===== src/rtl/muldiv_pkg.sv =====
// Shared types and constants for the HI/LO multiply/divide unit.
package muldiv_pkg;

  localparam int          ITER_DEFAULT = 32;
  localparam int          ITER_W       = $clog2(ITER_DEFAULT + 1);
  localparam logic [31:0] DZ_QUOTIENT  = 32'hFFFF_FFFF;

  typedef enum logic [1:0] {
    IDLE,
    MUL,
    DIV,
    FIX
  } state_t;

  // Accepted-op encoding after strobe priority resolution.
  typedef enum logic [1:0] {
    OP_MULT,
    OP_MULTU,
    OP_DIV,
    OP_DIVU
  } op_t;

  typedef enum logic {
    MODE_MUL,
    MODE_DIV
  } mode_t;

  // Magnitude for signed ops, raw value for unsigned ops.
  // The magnitude of 0x80000000 is 0x80000000 read as unsigned.
  function automatic logic [31:0] mag(input logic [31:0] v, input logic is_signed);
    return (is_signed && v[31]) ? -v : v;
  endfunction

endpackage


===== src/rtl/muldiv_iter.sv =====
// Single iteration of the shared datapath, purely combinational.
// MUL: acc = {partial_hi, multiplier}; add the multiplicand on acc[0] and shift right.
// DIV: acc = {remainder, dividend}; shift left, trial-subtract the divisor, and restore on borrow.
// The quotient bits are shifted into acc[31:0] as the dividend bits leave.
module muldiv_iter
  import muldiv_pkg::*;
(
  input  mode_t       mode,
  input  logic [63:0] acc,
  input  logic [31:0] opnd,
  output logic [63:0] acc_next
);

  logic [32:0] add_sum;
  logic [32:0] rem_sh;
  logic [33:0] diff;
  logic        diff_unused;

  // The remainder stays below the divisor, so diff[32] is always zero when there is no borrow.
  assign diff_unused = diff[32];

  // One shift-add or shift-subtract-restore step.
  always_comb begin
    add_sum = {1'b0, acc[63:32]} + (acc[0] ? {1'b0, opnd} : 33'd0);
    rem_sh  = {acc[63:32], acc[31]};
    diff    = {1'b0, rem_sh} - {2'b00, opnd};
    if (mode == MODE_MUL) begin
      acc_next = {add_sum, acc[31:1]};
    end else if (diff[33]) begin
      acc_next = {rem_sh[31:0], acc[30:0], 1'b0};
    end else begin
      acc_next = {diff[31:0], acc[30:0], 1'b1};
    end
  end

endmodule


===== src/rtl/muldiv_hilo.sv =====
// Iterative multiply/divide unit that owns HI/LO for the cpu55 core.
//
// state | meaning
// IDLE  | accept arithmetic op or mthi/mtlo
// MUL   | ITER shift-add steps
// DIV   | ITER restoring-divide steps
// FIX   | sign fixup, write HI/LO, pulse done
module muldiv_hilo
  import muldiv_pkg::*;
#(
  parameter int ITER = ITER_DEFAULT
) (
  input  logic        clk,
  input  logic        rst,
  input  logic        mult,
  input  logic        multu,
  input  logic        div,
  input  logic        divu,
  input  logic        mthi,
  input  logic        mtlo,
  input  logic [31:0] rs_in,
  input  logic [31:0] rt_in,
  output logic        busy,
  output logic        done,
  output logic        dz,
  output logic [31:0] hi_out,
  output logic [31:0] lo_out
);

  localparam logic [ITER_W-1:0] LAST_ITER = ITER_W'(ITER - 1);

  state_t            state, state_nxt;
  op_t               op_sel;
  mode_t             iter_mode;
  logic              arith, sign_op, mul_op, last_iter;
  logic [ITER_W-1:0] cnt;
  logic [63:0]       acc, acc_step, prod;
  logic [31:0]       opnd, rs_raw, hi, lo, quo, rem;
  logic              neg_q, neg_r, is_div, done_q, dz_q;

  // Strobe priority: mult > multu > div > divu.
  always_comb begin
    arith  = mult | multu | div | divu;
    op_sel = OP_MULT;
    if (mult)       op_sel = OP_MULT;
    else if (multu) op_sel = OP_MULTU;
    else if (div)   op_sel = OP_DIV;
    else if (divu)  op_sel = OP_DIVU;
    sign_op   = (op_sel == OP_MULT) || (op_sel == OP_DIV);
    mul_op    = (op_sel == OP_MULT) || (op_sel == OP_MULTU);
    last_iter = (cnt == LAST_ITER);
    iter_mode = (state == DIV) ? MODE_DIV : MODE_MUL;
  end

  // State register.
  always_ff @(posedge clk) begin
    if (rst) state <= IDLE;
    else     state <= state_nxt;
  end

  // Next-state logic.
  always_comb begin
    state_nxt = state;
    case (state)
      IDLE:    if (arith) state_nxt = mul_op ? MUL : DIV;
      MUL:     if (last_iter) state_nxt = FIX;
      DIV:     if (last_iter) state_nxt = FIX;
      FIX:     state_nxt = IDLE;
      default: state_nxt = IDLE;
    endcase
  end

  // Outputs: busy covers the iterations and the fixup cycle.
  always_comb begin
    busy   = (state != IDLE);
    done   = done_q;
    dz     = dz_q;
    hi_out = hi;
    lo_out = lo;
  end

  muldiv_iter u_iter (
    .mode     (iter_mode),
    .acc      (acc),
    .opnd     (opnd),
    .acc_next (acc_step)
  );

  // Sign fixup of the unsigned result; truncation makes 0x80000000 / -1 wrap back to 0x80000000.
  always_comb begin
    prod = neg_q ? -acc : acc;
    quo  = neg_q ? -acc[31:0] : acc[31:0];
    rem  = neg_r ? -acc[63:32] : acc[63:32];
  end

  // Operand capture, iteration, counter, and the HI/LO/done/dz registers.
  always_ff @(posedge clk) begin
    if (rst) begin
      cnt    <= '0;
      acc    <= '0;
      opnd   <= '0;
      rs_raw <= '0;
      neg_q  <= 1'b0;
      neg_r  <= 1'b0;
      is_div <= 1'b0;
      hi     <= '0;
      lo     <= '0;
      done_q <= 1'b0;
      dz_q   <= 1'b0;
    end else begin
      done_q <= 1'b0;
      case (state)
        IDLE: begin
          if (arith) begin
            cnt    <= '0;
            rs_raw <= rs_in;
            neg_q  <= sign_op & (rs_in[31] ^ rt_in[31]);
            neg_r  <= sign_op & rs_in[31];
            is_div <= ~mul_op;
            dz_q   <= 1'b0;
            if (mul_op) begin
              acc  <= {32'd0, mag(rt_in, sign_op)};
              opnd <= mag(rs_in, sign_op);
            end else begin
              acc  <= {32'd0, mag(rs_in, sign_op)};
              opnd <= mag(rt_in, sign_op);
            end
          end else begin
            if (mthi) hi <= rs_in;
            if (mtlo) lo <= rs_in;
          end
        end
        MUL, DIV: begin
          acc <= acc_step;
          cnt <= cnt + 1'b1;
        end
        FIX: begin
          done_q <= 1'b1;
          if (is_div) begin
            if (opnd == '0) begin
              hi   <= rs_raw;
              lo   <= DZ_QUOTIENT;
              dz_q <= 1'b1;
            end else begin
              hi <= rem;
              lo <= quo;
            end
          end else begin
            hi <= prod[63:32];
            lo <= prod[31:0];
          end
        end
        default: ;
      endcase
    end
  end

endmodule


===== config.mk =====
export PLATFORM = sky130hd
export DESIGN_NAME = muldiv_hilo
export DESIGN_NICKNAME = d
export VERILOG_FILES = /design/src/rtl/muldiv_pkg.sv /design/src/rtl/muldiv_iter.sv /design/src/rtl/muldiv_hilo.sv
export SDC_FILE = /design/constraint.sdc
export NUM_CORES = 1
export LEC_CHECK = 0
export CAP_MARGIN = 10
export CORE_UTILIZATION = 53
export DETAILED_ROUTE_END_ITERATION = 8
export PLACE_DENSITY = 0.82
export SLEW_MARGIN = 25
export SYNTH_ARGS = -nofsm -noshare
export SYNTH_HDL_FRONTEND = slang
export SYNTH_HIERARCHICAL = 1
export SYNTH_SLANG_ARGS = --single-unit
export TNS_END_PERCENT = 100

===== constraint.sdc =====
create_clock -name clk -period 4.04 [get_ports clk]
set_clock_uncertainty 0.05 [all_clocks]
set_input_delay 0.808 -clock clk [delete_from_list [all_inputs] [get_ports clk]]
set_output_delay 0.808 -clock clk [all_outputs]
set_load 0.03 [all_outputs]

==> results of run 1 <==
==> through the flow <==
stage          instance area (µm²)  setup slack [ns]
2_1_floorplan                17500             0.778
4_1_cts                      20600             0.300
5_1_grt                      20600             0.133
3_5_place_dp                 19800            0.0339
6_report                     20600             0.219
3_3_place_gp                 19800            0.0837
==> state kept, by name, summed over array words and instances (netlist names), 2 cells and up <==
register	flops
cnt	6
lo_out	32
rs_raw	32
acc	64
hi_out	32
state	2
opnd	32
==> worst paths after layout <==
path	start	endpoint	cells after the start
setup / recovery	acc[31]	acc[62]	13
hold / removal	hi_out[10]	hi_out[10]	2
setup reg to reg	acc[31]	acc[62]	13
hold reg to reg	hi_out[10]	hi_out[10]	2
==> kinds of logic after synthesis <==
| group | Yosys count | share of synthesized area [%] |
|---|---|---|
| and+or+nand+nor | 840 | 23.1 |
| AOI/OAI and AO/OA | 761 | 29.4 |
| buffers and inverters | 266 | 5.88 |
| DFF | 205 | 23.4 |
| xor gates and xnor gates | 179 | 8.96 |
| adders and majority gates | 75 | 5.45 |
| muxes | 61 | 3.77 |
==> Yosys cell counts (21+ instances only) <==
cell type,number
nor4_1,38
dfxtp_1,205
or3_1,30
ha_1,73
or4_1,30
xor2_1,92
mux2_2,40
o31ai_1,33
nor2_1,191
nor3_1,60
nand3_1,48
and2_1,38
nand4_1,28
o211ai_1,35
inv_1,76
o221ai_1,31
a21oi_1,220
a31oi_1,29
clkbuf_1,164
mux2i_1,21
a211oi_1,34
xnor2_1,87
a21o_1,40
nand2_1,291
o21ai_0,109
a22oi_1,56
==> power breakdown <==
| group | internal (mW) | leakage, nW | switching, mW |
|---|---|---|---|
| clock network | 1.29 | 0.377 | 0.965 |
| registers | 2.48 | 1.68 | 0.631 |
| logic | 3.27 | 5.90 | 5.80 |
| total | 7.04 | 7.96 | 7.40 |
==> worst max-delay path, stage by stage, from the launching register on <==
cell	delay, ns
dfxtp_1	0.47
inv_1	0.14
ha_1	0.27
fa_1	0.40
nand2b_1	0.20
a21o_1	0.24
a21oi_2	0.22
o31ai_2	0.16
or4_4	0.50
a21oi_2	0.19
mux2i_1	0.10
or4_1	0.51
a22oi_1	0.17
nor2_1	0.06
==> what timing repair did <==
item / in CTS / in global routing
gates resized for setup: 0 / 1
hold endpoints to repair: 0 / 0
setup endpoints to repair: 0 / 1
==> layer usage <==
metal | up-vias | wire length (µm)
met3 | 326 | 8510
met2 | 1357 | 30500
met4 | 0 | 4680
met1 | 9484 | 27200
met5 | - | 0
li1 | 8979 | -
==> layout make-up <==
cell class	instances	area [µm²]
multi-input combinational	1916	12400
fill	2969	11900
sequential	205	4110
timing repair buffer	267	2400
clock buffer	31	658
tap	442	553
inverter	77	289
clock inverter	11	138
antenna	1	2.50
==> flow_summary.ini, run 1 <==
[cts]
clock_latency_ns = 0.55
clockBufferDepth = 3
cts_tree = built
h-tree-depth = 1
hold_buffers = 0
root_buffer = clkbuf_16
cts_buffers = 25
clkTransAtPathRegs_ns = 0.06
clock-sinks = 205
postCtsSetupRepairBufs = 0

[setup_path]
critical_path_class = register to register
cp_max_fo = 5
end_kind = register
cp.arrival_ns = 4.19
rrSetupSlack_ns = 0.22
required_ns = 4.41
cp-start-kind = register

[status]
status = finished, final reports clean

[die]
initial_core_util_pct = 53.8
fp.dieArea_mm2 = 0.0338
rows = 66
die_w_um = 184
core_mm2 = 0.0325
ios = 139
die_h_um = 184

[global_route]
globalRouteMet1Util_pct = 51.5
antenna_found_initial = 0
grt_pass1_wl_um = 107000
use_met2_pct = 62.5
grt_pass1_vias = 18600
grt-ovfl-total = 0
grtUsageMet3_pct = 11.3
track_usage_pct = 40.8
grt_max_degree = 87
busiest_layer = met2

[drt]
drt-total-wl_um = 70900
wl_per_cell_um = 24.0
drc_errors = 0
drtIter0Drc = 2794
ant_nets = 0
vias = 20100
avgViaCountPerCell = 6.83
firstDrtPassIters = 8

[synth]
seq_area_frac_synth_pct = 23.4
syn-mean-instance-area_um2 = 7.33
yosysTopAreaCell = dfxtp_1
synth_area_mm2 = 0.0175
ys_warn_count = 6
synth_edf_count = 0
yosysTopAreaCellShare_pct = 23.4
syn_nets = 2534
synthTopCellsByArea = dfxtp_1, a21oi_1, nand2_1
synthArstFlopShare_pct = 0
ys_seq_elements = 205
synth.distinct_cells = 85
syn_inst = 2387
ys.flop_type = dfxtp_1

[sta]
slew_headroom_pct = 39.1
worstMarginPinSlew_ns = 0.905
hold_slack_ns = 0.392
setup_tns_ns = 0
finalCritPeriodShare_pct = 94.6
rsz0062_at_grt = no
finalSetupViolCount = 0
fmax_mhz = 262
period_minus_slack_ns = 3.82
finalHoldViolCount = 0
maxSlewViolCount = 0

[power_and_ir_drop]
power.total_mw = 14.4
powerDensity_mw_per_mm2 = 701
irDropWorstVdd_uv = 453
p_leak_nw = 7.96

[cells_and_area]
area_growth_pct = 17.6
mostFrequentLayoutCell = nand2_1
stdcell_count = 2950
fin_nets = 2639
final_cell_mix = nand2_1, a21oi_1, dfxtp_1
layout-drive-gt1-share_pct = 10.3
final_core_util_pct = 63.3

[placed_design]
portBuffers = 138
dp_hpwl_um = 52700
gp_congestion = 1.04
dp.cells = 2907

[hold_path]
hp-class = register to register

[run]
drv_cap = 0
Power figures use the tool's default switching activity.
==> inputs of run 2 (changes only) <==
--- a/config.mk
+++ b/config.mk
@@ -7,9 +7,10 @@
 export LEC_CHECK = 0
 export CAP_MARGIN = 10
 export CORE_UTILIZATION = 53
+export CTS_BUF_LIST = sky130_fd_sc_hd__clkbuf_8
 export DETAILED_ROUTE_END_ITERATION = 8
 export PLACE_DENSITY = 0.82
-export SLEW_MARGIN = 25
+export SLEW_MARGIN = 20
 export SYNTH_ARGS = -nofsm -noshare
 export SYNTH_HDL_FRONTEND = slang
 export SYNTH_HIERARCHICAL = 1
==> run 2 against run 1 <==
  * Combinational power down 0.7%
  * Clock-buffer cell count up 13
  * Setup slack better by 0.075 ns
  * Via count down 0.25%
  * Utilization about the same
  * Largest cell class unchanged
==> flow_summary.ini, run 2 (synthesized netlist as in run 1, its figures left out) <==
[setup_path]
end_kind = register
crit_path_top_delay_cell = or4_1
cpPeakStageDelay_ns = 0.51
cp_max_fo = 5
critPathMostFrequentCell = a21oi_2
cp-start-kind = register
required_ns = 4.43
critical_path_class = register to register
cp.arrival_ns = 4.14
reg2regPathDepth = 13
crit_chain = inv_1 > ha_1 > fa_1 > nand2b_1 > a21o_1 > a21oi_2 > o31ai_2 > or4_4 > a21oi_2 > mux2i_1 > or4_1 > a22oi_1 > nor2_1

[cells_and_area]
regMostFlops = acc
fin_nets = 2651
mostFrequentLayoutCell = nand2_1
largest_reg_flops = 64
area_growth_pct = 17.7
diodes = 0
layout-drive-gt1-share_pct = 10.9
final_cell_mix = nand2_1, a21oi_1, dfxtp_1
final_core_util_pct = 63.3

[power_and_ir_drop]
irDropWorstVdd_uv = 511
p_sw_mw = 7.34
p_leak_nw = 8.03
combPwrFrac_pct = 62.9
swShare_pct = 51.2
powerDensity_mw_per_mm2 = 696
p_seq_share_pct = 21.7
clockPowerShare_pct = 15.4
p_int_mw = 7.00

[placed_design]
portBuffers = 138
dp_hpwl_um = 52600
gp_congestion = 1.04

[sta]
period_minus_slack_ns = 3.75
finalHoldViolCount = 0
slew_headroom_pct = 33.7
finalSetupViolCount = 0
setup_tns_ns = 0
finalCritPeriodShare_pct = 92.7
rsz0062_at_grt = no
worstMarginPinSlew_ns = 0.985
maxSlewViolCount = 0
fmax_mhz = 267

[global_route]
grt_pass1_vias = 18700
antenna_found_initial = 0
grt_pass1_wl_um = 107000
track_usage_pct = 40.9
grt_max_degree = 87
grt-ovfl-total = 0

[die]
rows = 66
die_h_um = 184
initial_core_util_pct = 53.8
core_mm2 = 0.0325
ios = 139
die_w_um = 184
fp.dieArea_mm2 = 0.0338

[drt]
wl_per_cell_um = 23.6
drc_errors = 0
ant_nets = 0
avgViaCountPerCell = 6.76
vias = 20100
drtIter0Drc = 2788
drt-total-wl_um = 70300
firstDrtPassIters = 6

[hold_path]
hold_depth = 2
hp-class = register to register

[cts]
cts_tree = built
clock-sinks = 205
h-tree-depth = 2
root_buffer = clkbuf_8
hold_buffers = 0
cts_buffers = 37
clock_latency_ns = 0.57
postCtsSetupRepairBufs = 0
clockBufferDepth = 3
clkTransAtPathRegs_ns = 0.07

[run]
drv_cap = 0

[status]
status = finished, final reports clean
-- run 2: cell types whose count changed in the layout (fill, tap and decap cells not counted), sizes merged --
cell | previous run | this run
diode | 1 | 0
bufinv | 2 | 4
inv | 79 | 87
clkinv | 3 | 6
clkbuf | 31 | 44
clkinvlp | 4 | 2
-- run 2: what timing repair did --
action | in CTS | in global routing
hold endpoints to repair | 0 | 0
endpoints found under the setup margin | 0 | 2
resized for setup | 0 | 1
-- run 2: power by group through the flow --
stage	Combinational, mW	Sequential, mW	Clock (mW)
floorplan	6.04	2.98	0
global placement	8.48	3.09	0
detailed placement	8.66	3.11	0
CTS	8.71	3.07	2.21
global route	9.64	3.15	2.30
finish	9.01	3.11	2.21
-- run 2: layout make-up --
| type | instances | area (µm²) |
|---|---|---|
| Fill cell | 2889 | 11900 |
| Clock inverter | 22 | 209 |
| Timing Repair Buffer | 267 | 2400 |
| Inverter | 77 | 289 |
| Sequential cell | 205 | 4110 |
| Clock buffer | 44 | 606 |
| Multi-Input combinational cell | 1916 | 12400 |
| Tap cell | 442 | 553 |
-- run 2: per-layer routing --
layer,GRT usage [%],routed length (µm),up-vias
met2,61.2,29900,1463
met1,51.9,26700,9280
met5,0,0,-
met3,11.4,8920,345
li1,-,-,9008
met4,25.1,4800,0
-- run 2: stage by stage --
stage | hold slack, ns | area [µm²] | total power, mW | setup slack, ns | instances
after floorplan | 0.386 | 17500 | 9.03 | 0.778 | 2387
after global placement | 0.385 | 19800 | 11.6 | 0.0837 | 2907
after detailed placement | 0.384 | 19800 | 11.8 | 0.0454 | 2907
after CTS | 0.395 | 20600 | 14.0 | 0.312 | 2973
after global routing | 0.424 | 20600 | 15.1 | 0.148 | 2973
final | 0.392 | 20600 | 14.3 | 0.294 | 2973
-- run 2: final timing paths --
| path | startpoint | to | slack, ns |
|---|---|---|---|
| setup / recovery | acc[31] | acc[62] | 0.29 |
| setup reg to reg | acc[31] | acc[62] | 0.29 |
| hold reg to reg | hi_out[10] | hi_out[10] | 0.39 |
| hold / removal | hi_out[10] | hi_out[10] | 0.39 |
-- run 2: worst max-delay path, delay by kind of cell (launching register included) --
kind                     cells  cell delay, ns
buffers and inverters        1            0.13
flip-flops                   1            0.45
multiplexers                 1            0.10
AND/OR/NAND/NOR              4            1.27
adder cells (fa/ha/maj)      2            0.65
AO/OA/AOI/OAI                5            0.99
